$ cat config.mk
export PLATFORM = sky130hd
export DESIGN_NAME = alu_req_scheduler
export DESIGN_NICKNAME = d
export VERILOG_FILES = /design/src/rtl/alu_req_scheduler.sv
export SDC_FILE = /design/constraint.sdc
export NUM_CORES = 1
export LEC_CHECK = 0
export ABC_CLOCK_PERIOD_IN_PS = 2260
export CAP_MARGIN = 20
export CORE_AREA = 2 2 622 624
export CTS_CLUSTER_DIAMETER = 200
export DETAILED_ROUTE_END_ITERATION = 10
export DIE_AREA = 0 0 624 626
export GPL_TIMING_DRIVEN = 0
export PLACE_DENSITY = 0.3
export SYNTH_ARGS = -nofsm -noshare
export SYNTH_HDL_FRONTEND = slang
export SYNTH_SLANG_ARGS = --single-unit
$ cat constraint.sdc
create_clock -name clk -period 2.26 [get_ports clk]
set_input_delay 0.452 -clock clk [delete_from_list [all_inputs] [get_ports clk]]
set_output_delay 0.452 -clock clk [all_outputs]
set_load 0.1 [all_outputs]
$ cat src/rtl/alu_req_scheduler.sv
// Round-robin scheduler sharing one combinational ALU among NUM_REQ requesters.
// Registers the granted operation into the ALU inputs and returns the result on a valid/ready channel.
module alu_req_scheduler #(
   parameter int WIDTH   = 128,
   parameter int NUM_REQ = 4,
   parameter int MUL_LAT = 3
) (
   input  logic                         clk,
   input  logic                         rst_n,
   input  logic [NUM_REQ-1:0]           req_valid,
   output logic [NUM_REQ-1:0]           req_ready,
   input  logic [4*NUM_REQ-1:0]         req_opcode,
   input  logic [WIDTH*NUM_REQ-1:0]     req_a,
   input  logic [WIDTH*NUM_REQ-1:0]     req_b,
   input  logic [5*NUM_REQ-1:0]         req_shift,
   output logic [3:0]                   alu_opcode,
   output logic [WIDTH-1:0]             alu_in1,
   output logic [WIDTH-1:0]             alu_in2,
   output logic [4:0]                   alu_shift,
   input  logic [WIDTH-1:0]             alu_result,
   output logic                         rsp_valid,
   input  logic                         rsp_ready,
   output logic [$clog2(NUM_REQ)-1:0]   rsp_id,
   output logic [WIDTH-1:0]             rsp_result,
   output logic                         rsp_err
);
   localparam int IDW = $clog2(NUM_REQ);
   localparam logic [3:0] OP_MUL = 4'd5;
   localparam logic [3:0] OP_SEQ = 4'd6;
   localparam logic [3:0] OP_MAX = 4'd8;

   typedef enum logic [1:0] {IDLE, EXEC, RESP} state_t;

   state_t                  state_q, state_d;
   logic [IDW-1:0]          rr_ptr_q, rr_ptr_d, id_q, id_d, rsp_id_q, rsp_id_d;
   logic [3:0]              cnt_q, cnt_d, op_q, op_d;
   logic [WIDTH-1:0]        in1_q, in1_d, in2_q, in2_d, res_q, res_d;
   logic [4:0]              sh_q, sh_d;
   logic                    rv_q, rv_d, err_q, err_d;
   logic                    gnt_any;
   logic [IDW-1:0]          gnt_id, idx;
   logic [IDW:0]            sum;

   logic [NUM_REQ-1:0][3:0]       op_v;
   logic [NUM_REQ-1:0][WIDTH-1:0] a_v, b_v;
   logic [NUM_REQ-1:0][4:0]       sh_v;

   assign op_v = req_opcode;
   assign a_v  = req_a;
   assign b_v  = req_b;
   assign sh_v = req_shift;

   // Scan from the farthest offset down so the requester closest to rr_ptr wins.
   always_comb begin
      gnt_any = 1'b0;
      gnt_id  = '0;
      sum     = '0;
      idx     = '0;
      for (int k = NUM_REQ-1; k >= 0; k--) begin
         sum = {1'b0, rr_ptr_q} + (IDW+1)'(k);
         if (sum >= (IDW+1)'(NUM_REQ)) sum = sum - (IDW+1)'(NUM_REQ);
         idx = sum[IDW-1:0];
         if (req_valid[idx]) begin
            gnt_any = 1'b1;
            gnt_id  = idx;
         end
      end
   end

   assign req_ready = (rst_n && state_q == IDLE && gnt_any) ? (NUM_REQ'(1) << gnt_id) : '0;

   always_comb begin
      state_d  = state_q;
      rr_ptr_d = rr_ptr_q;
      id_d     = id_q;
      cnt_d    = cnt_q;
      op_d     = op_q;
      in1_d    = in1_q;
      in2_d    = in2_q;
      sh_d     = sh_q;
      rv_d     = rv_q;
      rsp_id_d = rsp_id_q;
      res_d    = res_q;
      err_d    = err_q;
      case (state_q)
         IDLE: begin
            if (gnt_any) begin
               op_d    = op_v[gnt_id];
               in1_d   = a_v[gnt_id];
               in2_d   = b_v[gnt_id];
               sh_d    = sh_v[gnt_id];
               id_d    = gnt_id;
               cnt_d   = (op_v[gnt_id] == OP_MUL) ? 4'(MUL_LAT-1) : 4'd0;
               state_d = EXEC;
            end
         end
         EXEC: begin
            if (cnt_q != 4'd0) begin
               cnt_d = cnt_q - 4'd1;
            end else begin
               rv_d     = 1'b1;
               rsp_id_d = id_q;
               state_d  = RESP;
               // SEQ is resolved here; the shared ALU's output for it is not used.
               if (op_q > OP_MAX) begin
                  res_d = '0;
                  err_d = 1'b1;
               end else if (op_q == OP_SEQ) begin
                  res_d = {{(WIDTH-1){1'b0}}, (in1_q == in2_q)};
                  err_d = 1'b0;
               end else begin
                  res_d = alu_result;
                  err_d = 1'b0;
               end
            end
         end
         RESP: begin
            if (rsp_ready) begin
               rv_d     = 1'b0;
               rr_ptr_d = (id_q == IDW'(NUM_REQ-1)) ? '0 : id_q + 1'b1;
               state_d  = IDLE;
            end
         end
         default: state_d = IDLE;
      endcase
   end

   always_ff @(posedge clk or negedge rst_n) begin
      if (!rst_n) begin
         state_q  <= IDLE;
         rr_ptr_q <= '0;
         id_q     <= '0;
         cnt_q    <= '0;
         op_q     <= '0;
         in1_q    <= '0;
         in2_q    <= '0;
         sh_q     <= '0;
         rv_q     <= 1'b0;
         rsp_id_q <= '0;
         res_q    <= '0;
         err_q    <= 1'b0;
      end else begin
         state_q  <= state_d;
         rr_ptr_q <= rr_ptr_d;
         id_q     <= id_d;
         cnt_q    <= cnt_d;
         op_q     <= op_d;
         in1_q    <= in1_d;
         in2_q    <= in2_d;
         sh_q     <= sh_d;
         rv_q     <= rv_d;
         rsp_id_q <= rsp_id_d;
         res_q    <= res_d;
         err_q    <= err_d;
      end
   end

   assign alu_opcode = op_q;
   assign alu_in1    = in1_q;
   assign alu_in2    = in2_q;
   assign alu_shift  = sh_q;
   assign rsp_valid  = rv_q;
   assign rsp_id     = rsp_id_q;
   assign rsp_result = res_q;
   assign rsp_err    = err_q;
endmodule

==> reports/qor_table.md <==
| Item | This run |
| --- | --- |
| Run status | finished with violations |
| Count of final max-slew check failures | 0 |
| Total gr overflow | 0 |
| Transition time of the tightest slew-check pin | 1.23 ns |
| Area occupied by registers | 10,200 sq um |
| Max-Slew Margin vs Limit | 0.175 |
| CTS tree | built |
| Wire length per cell after detailed routing | 34.2 microns |
| Post-synthesis compound-gate area fraction | 0.108 |
| Flip-flop cell with the highest count after synthesis | sky130_fd_sc_hd__dfrtp_1 |
| Number of distinct standard cells referenced by the synthesized netlist | 38 |
| Global-route wire length before repair | 431,000 microns |
| Worst-case vdd ir drop | 1.25 mV |
| Number of buffers created by CTS | 70 |
| Die height | 626 microns |
| Largest area contributor in the synthesized netlist | sky130_fd_sc_hd__dfrtp_1 |
| Design Power | 106,000 uW |
| Required time of the critical path | 1.81 ns |
| Crit path setup slack, layout | -1.07 ns |
| Setup slack of the worst register-to-register path | -0.89 ns |
| Share of cell area taken by muxes after synthesis | 0.00730 |
| Vias per cell | 3.29 |
| Vias in the first global route | 34,651 |
| Total power per unit cell area | 1920 nW/um^2 |
| CTS H-tree depth | 3 |
| Cell with the most instances after synthesis | sky130_fd_sc_hd__nand2_1 |
| Peak Freq | 301 MHz |
| Number of nets produced by synthesis | 4,611 |
| Final HPWL DP | 314,000 microns |
| Number of inserted filler cells in the final layout | 43,771 |
| Sequential cell area fraction in the yosys report | 0.422 |
| Category of the worst setup path launch point | flip-flop |
| Number of input and output port buffers inserted | 1,595 |
| Classification of the worst setup path | reg -> out |
| Top Usage Layer GRT | met2 |
| Mean post-synth cell area | 7.08 sq um |
| Die width | 624 microns |
| Grt met1 use | 0.204 |
| Total of max-cap violations | 0 |
| Area of the mapped netlist | 24,200 sq um |
| Most area-consuming cells after synthesis | sky130_fd_sc_hd__dfrtp_1 42%, sky130_fd_sc_hd__nand2_1 24%, sky130_fd_sc_hd__nand3_1 11% |
| Post-route fraction of the period consumed by the critical path | 1.47 |
| Setup slack after placement | -3.29 ns |
| Final layout net count | 6,483 |
| Count of pins on the block boundary | 1,596 |
| Clock transition time at the flip-flop clock pins of the worst setup and hold paths | 0.06 ns |
| Number of cells produced by synthesis | 3,413 |
| Data arrival time at the worst-slack endpoint | 2.87 ns |
| Die outline area | 391,000 sq um |
| Top cell types by occurrence after synthesis | 1,572 x sky130_fd_sc_hd__nand2_1, 530 x sky130_fd_sc_hd__nand3_1, 407 x sky130_fd_sc_hd__dfrtp_1 |
| Leakage power | 0.0224 uW |
| Worst hold margin | -0.274 ns |
| Largest family of logic cells by synthesized area | simple AND/OR/NAND/NOR gates |
| Post-synth EDFFs | 0 |
| Number of antenna violations at the first check in global routing | 160 |
| Maximum number of buffers from clock root to sink | 4 |
| Global-route met2 utilization | 0.324 |
| Worst min-delay path category | in -> async |
| Weighted congestion at the end of routability-driven global placement | 0.880 |
| CTS Hold Bufs | 1 |
| Multi-input logic area | 14,600 sq um |
| Clock sink count | 407 |
| Buffer type at the clock tree root | sky130_fd_sc_hd__clkbuf_16 |
| Proportion of netlist area held by the largest area contributor | 0.422 |
| Unrepaired setup endpoints after global routing | yes |
| Total wire length after detailed routing | 357,000 microns |
| Adder and majority cell fraction of the synthesized area | 0.00155 |
| Vias | 34,327 |
| Violated checks | negative hold slack, negative setup slack |
| Number of warnings reported in the yosys synthesis log | 0 |
| Final hold violation count | 137 |
| Seq cells post-synth | 407 |
| Async set or reset register ratio after synthesis | 1.00 |
| Synthesis-to-finish area growth | 129% |
| XOR/XNOR share of the synthesized area | 0.0442 |
| Drt first-iter violations | 2,598 |
| Area inside the core boundary | 384,000 sq um |
| Pre-Repair DR Iteration Count | 7 |
| Count of nets left with antenna violations after detail routing | 0 |
| Worst-skew pair later-pin latency | 0.81 ns |
| Pin count of the biggest net entering global routing | 89 |
| Final critical delay including setup and external delays | 3.33 ns |
| Synth Area in Simple Gates | 0.371 |
| Number of core rows | 228 |
| Total DRC errors in the routed layout | 0 |
| Total global routing track utilization | 0.175 |
| Maximum fanout encountered on the critical timing path | 5 |
| Type of destination of the critical path | output port |
| Setup violations, final | 761 |
| Global-route met3 utilization | 0.0407 |
| Initial core utilization | 0.0629 |
| Fin Clk Skew | 0.0873 ns |
| Share of layout cells above drive strength 1 | 0.162 |
final timing paths:
check                      depth (start not counted)              to      startpoint
max                                                9    req_ready[3]     rr_ptr_q[1]
max reg2reg                                       17    alu_shift[2]     rr_ptr_q[1]
min reg2reg                                        2    alu_shift[4]    alu_shift[4]
max in group asynchronous                          5    alu_in2[104]           rst_n
min in group clk                                   2  rsp_result[79]  alu_result[79]
min                                                2     alu_in2[40]           rst_n
area by class of cell:
class                      instances  share of cell area
timing repair buffer            1806               0.351
multi-input combinational       2730               0.263
sequential                       407               0.185
tap                             5060               0.115
buffer                           258              0.0423
clock buffer                      92              0.0356
clock inverter                    23             0.00512
antenna                           50             0.00226
inverter                          12            0.000815
what timing repair did:
item | CTS | global route
cloned | 2 | 15
gates resized for setup | 423 | 806
setup buffers | 48 | 44
endpoints found under the hold margin | 54 | 137
pin swaps | 40 | 63
endpoints found under the setup margin | 802 | 786
sequential cells by signal, summed over array words and instances (netlist names):
name        cells
id_q            2
alu_opcode      4
rsp_valid       1
alu_shift       5
rsp_err         1
rsp_id          2
alu_in1       128
rr_ptr_q        2
cnt_q           4
alu_in2       128
state_q         2
rsp_result    128
placed cells by master, fill, tap and decap left out, types with 67 or more instances in the layout:
cell type / instances
sky130_fd_sc_hd__nand3_1: 435
sky130_fd_sc_hd__clkbuf_1: 71
sky130_fd_sc_hd__dfrtp_1: 392
sky130_fd_sc_hd__buf_12: 101
sky130_fd_sc_hd__clkdlybuf4s50_1: 1563
sky130_fd_sc_hd__clkbuf_16: 103
sky130_fd_sc_hd__nand2_2: 98
sky130_fd_sc_hd__o21ai_0: 135
sky130_fd_sc_hd__buf_4: 76
sky130_fd_sc_hd__a22o_1: 128
sky130_fd_sc_hd__nand2_1: 1447
sky130_fd_sc_hd__nand3_2: 67
sky130_fd_sc_hd__o21ai_1: 108
metal layers:
layer / part of all wire / vias up
li1: - / 15168
met1: 0.40 / 17184
met2: 0.52 / 1548
met5: 0.0014 / -
met3: 0.061 / 353
met4: 0.023 / 74
kinds of logic (layout without fill, tap and decap cells):
group / Yosys count / in the layout
compound gates: 417 / 417
xor+xnor: 122 / 122
simple gates: 2171 / 2171
buf+inv: 276 / 2191
fa+ha+maj: 3 / 3
other cells: 0 / 50
mux: 17 / 17
flops: 407 / 407
report_power, final:
group | internal (uW) | switching [uW]
Combinational | 21700 | 57100
Clock | 6670 | 4510
Sequential | 10900 | 5080
Total | 39200 | 66700
critical path, stage by stage (launching register included):
cell	delay, ns
sky130_fd_sc_hd__dfrtp_2	0.44
sky130_fd_sc_hd__buf_4	0.15
sky130_fd_sc_hd__mux2i_2	0.18
sky130_fd_sc_hd__nor2_2	0.07
sky130_fd_sc_hd__or3_4	0.35
sky130_fd_sc_hd__buf_12	0.16
sky130_fd_sc_hd__clkbuf_16	0.16
sky130_fd_sc_hd__clkbuf_16	0.16
sky130_fd_sc_hd__nor3_4	0.16
sky130_fd_sc_hd__buf_12	0.20
per-stage QoR:
stage	std cells	TNS [ns]	area (sq um)	utilization
after floorplan	3413	-1.39	24300	-
after global placement	10068	-	46600	0.121
after detailed placement	10170	-875.32	48600	0.126
after CTS	10335	-479.67	52800	0.137
after global routing	10398	-466.97	55200	0.144
final	10438	-390.50	55300	0.144
No activity file was read; power rests on OpenSTA's default activity.
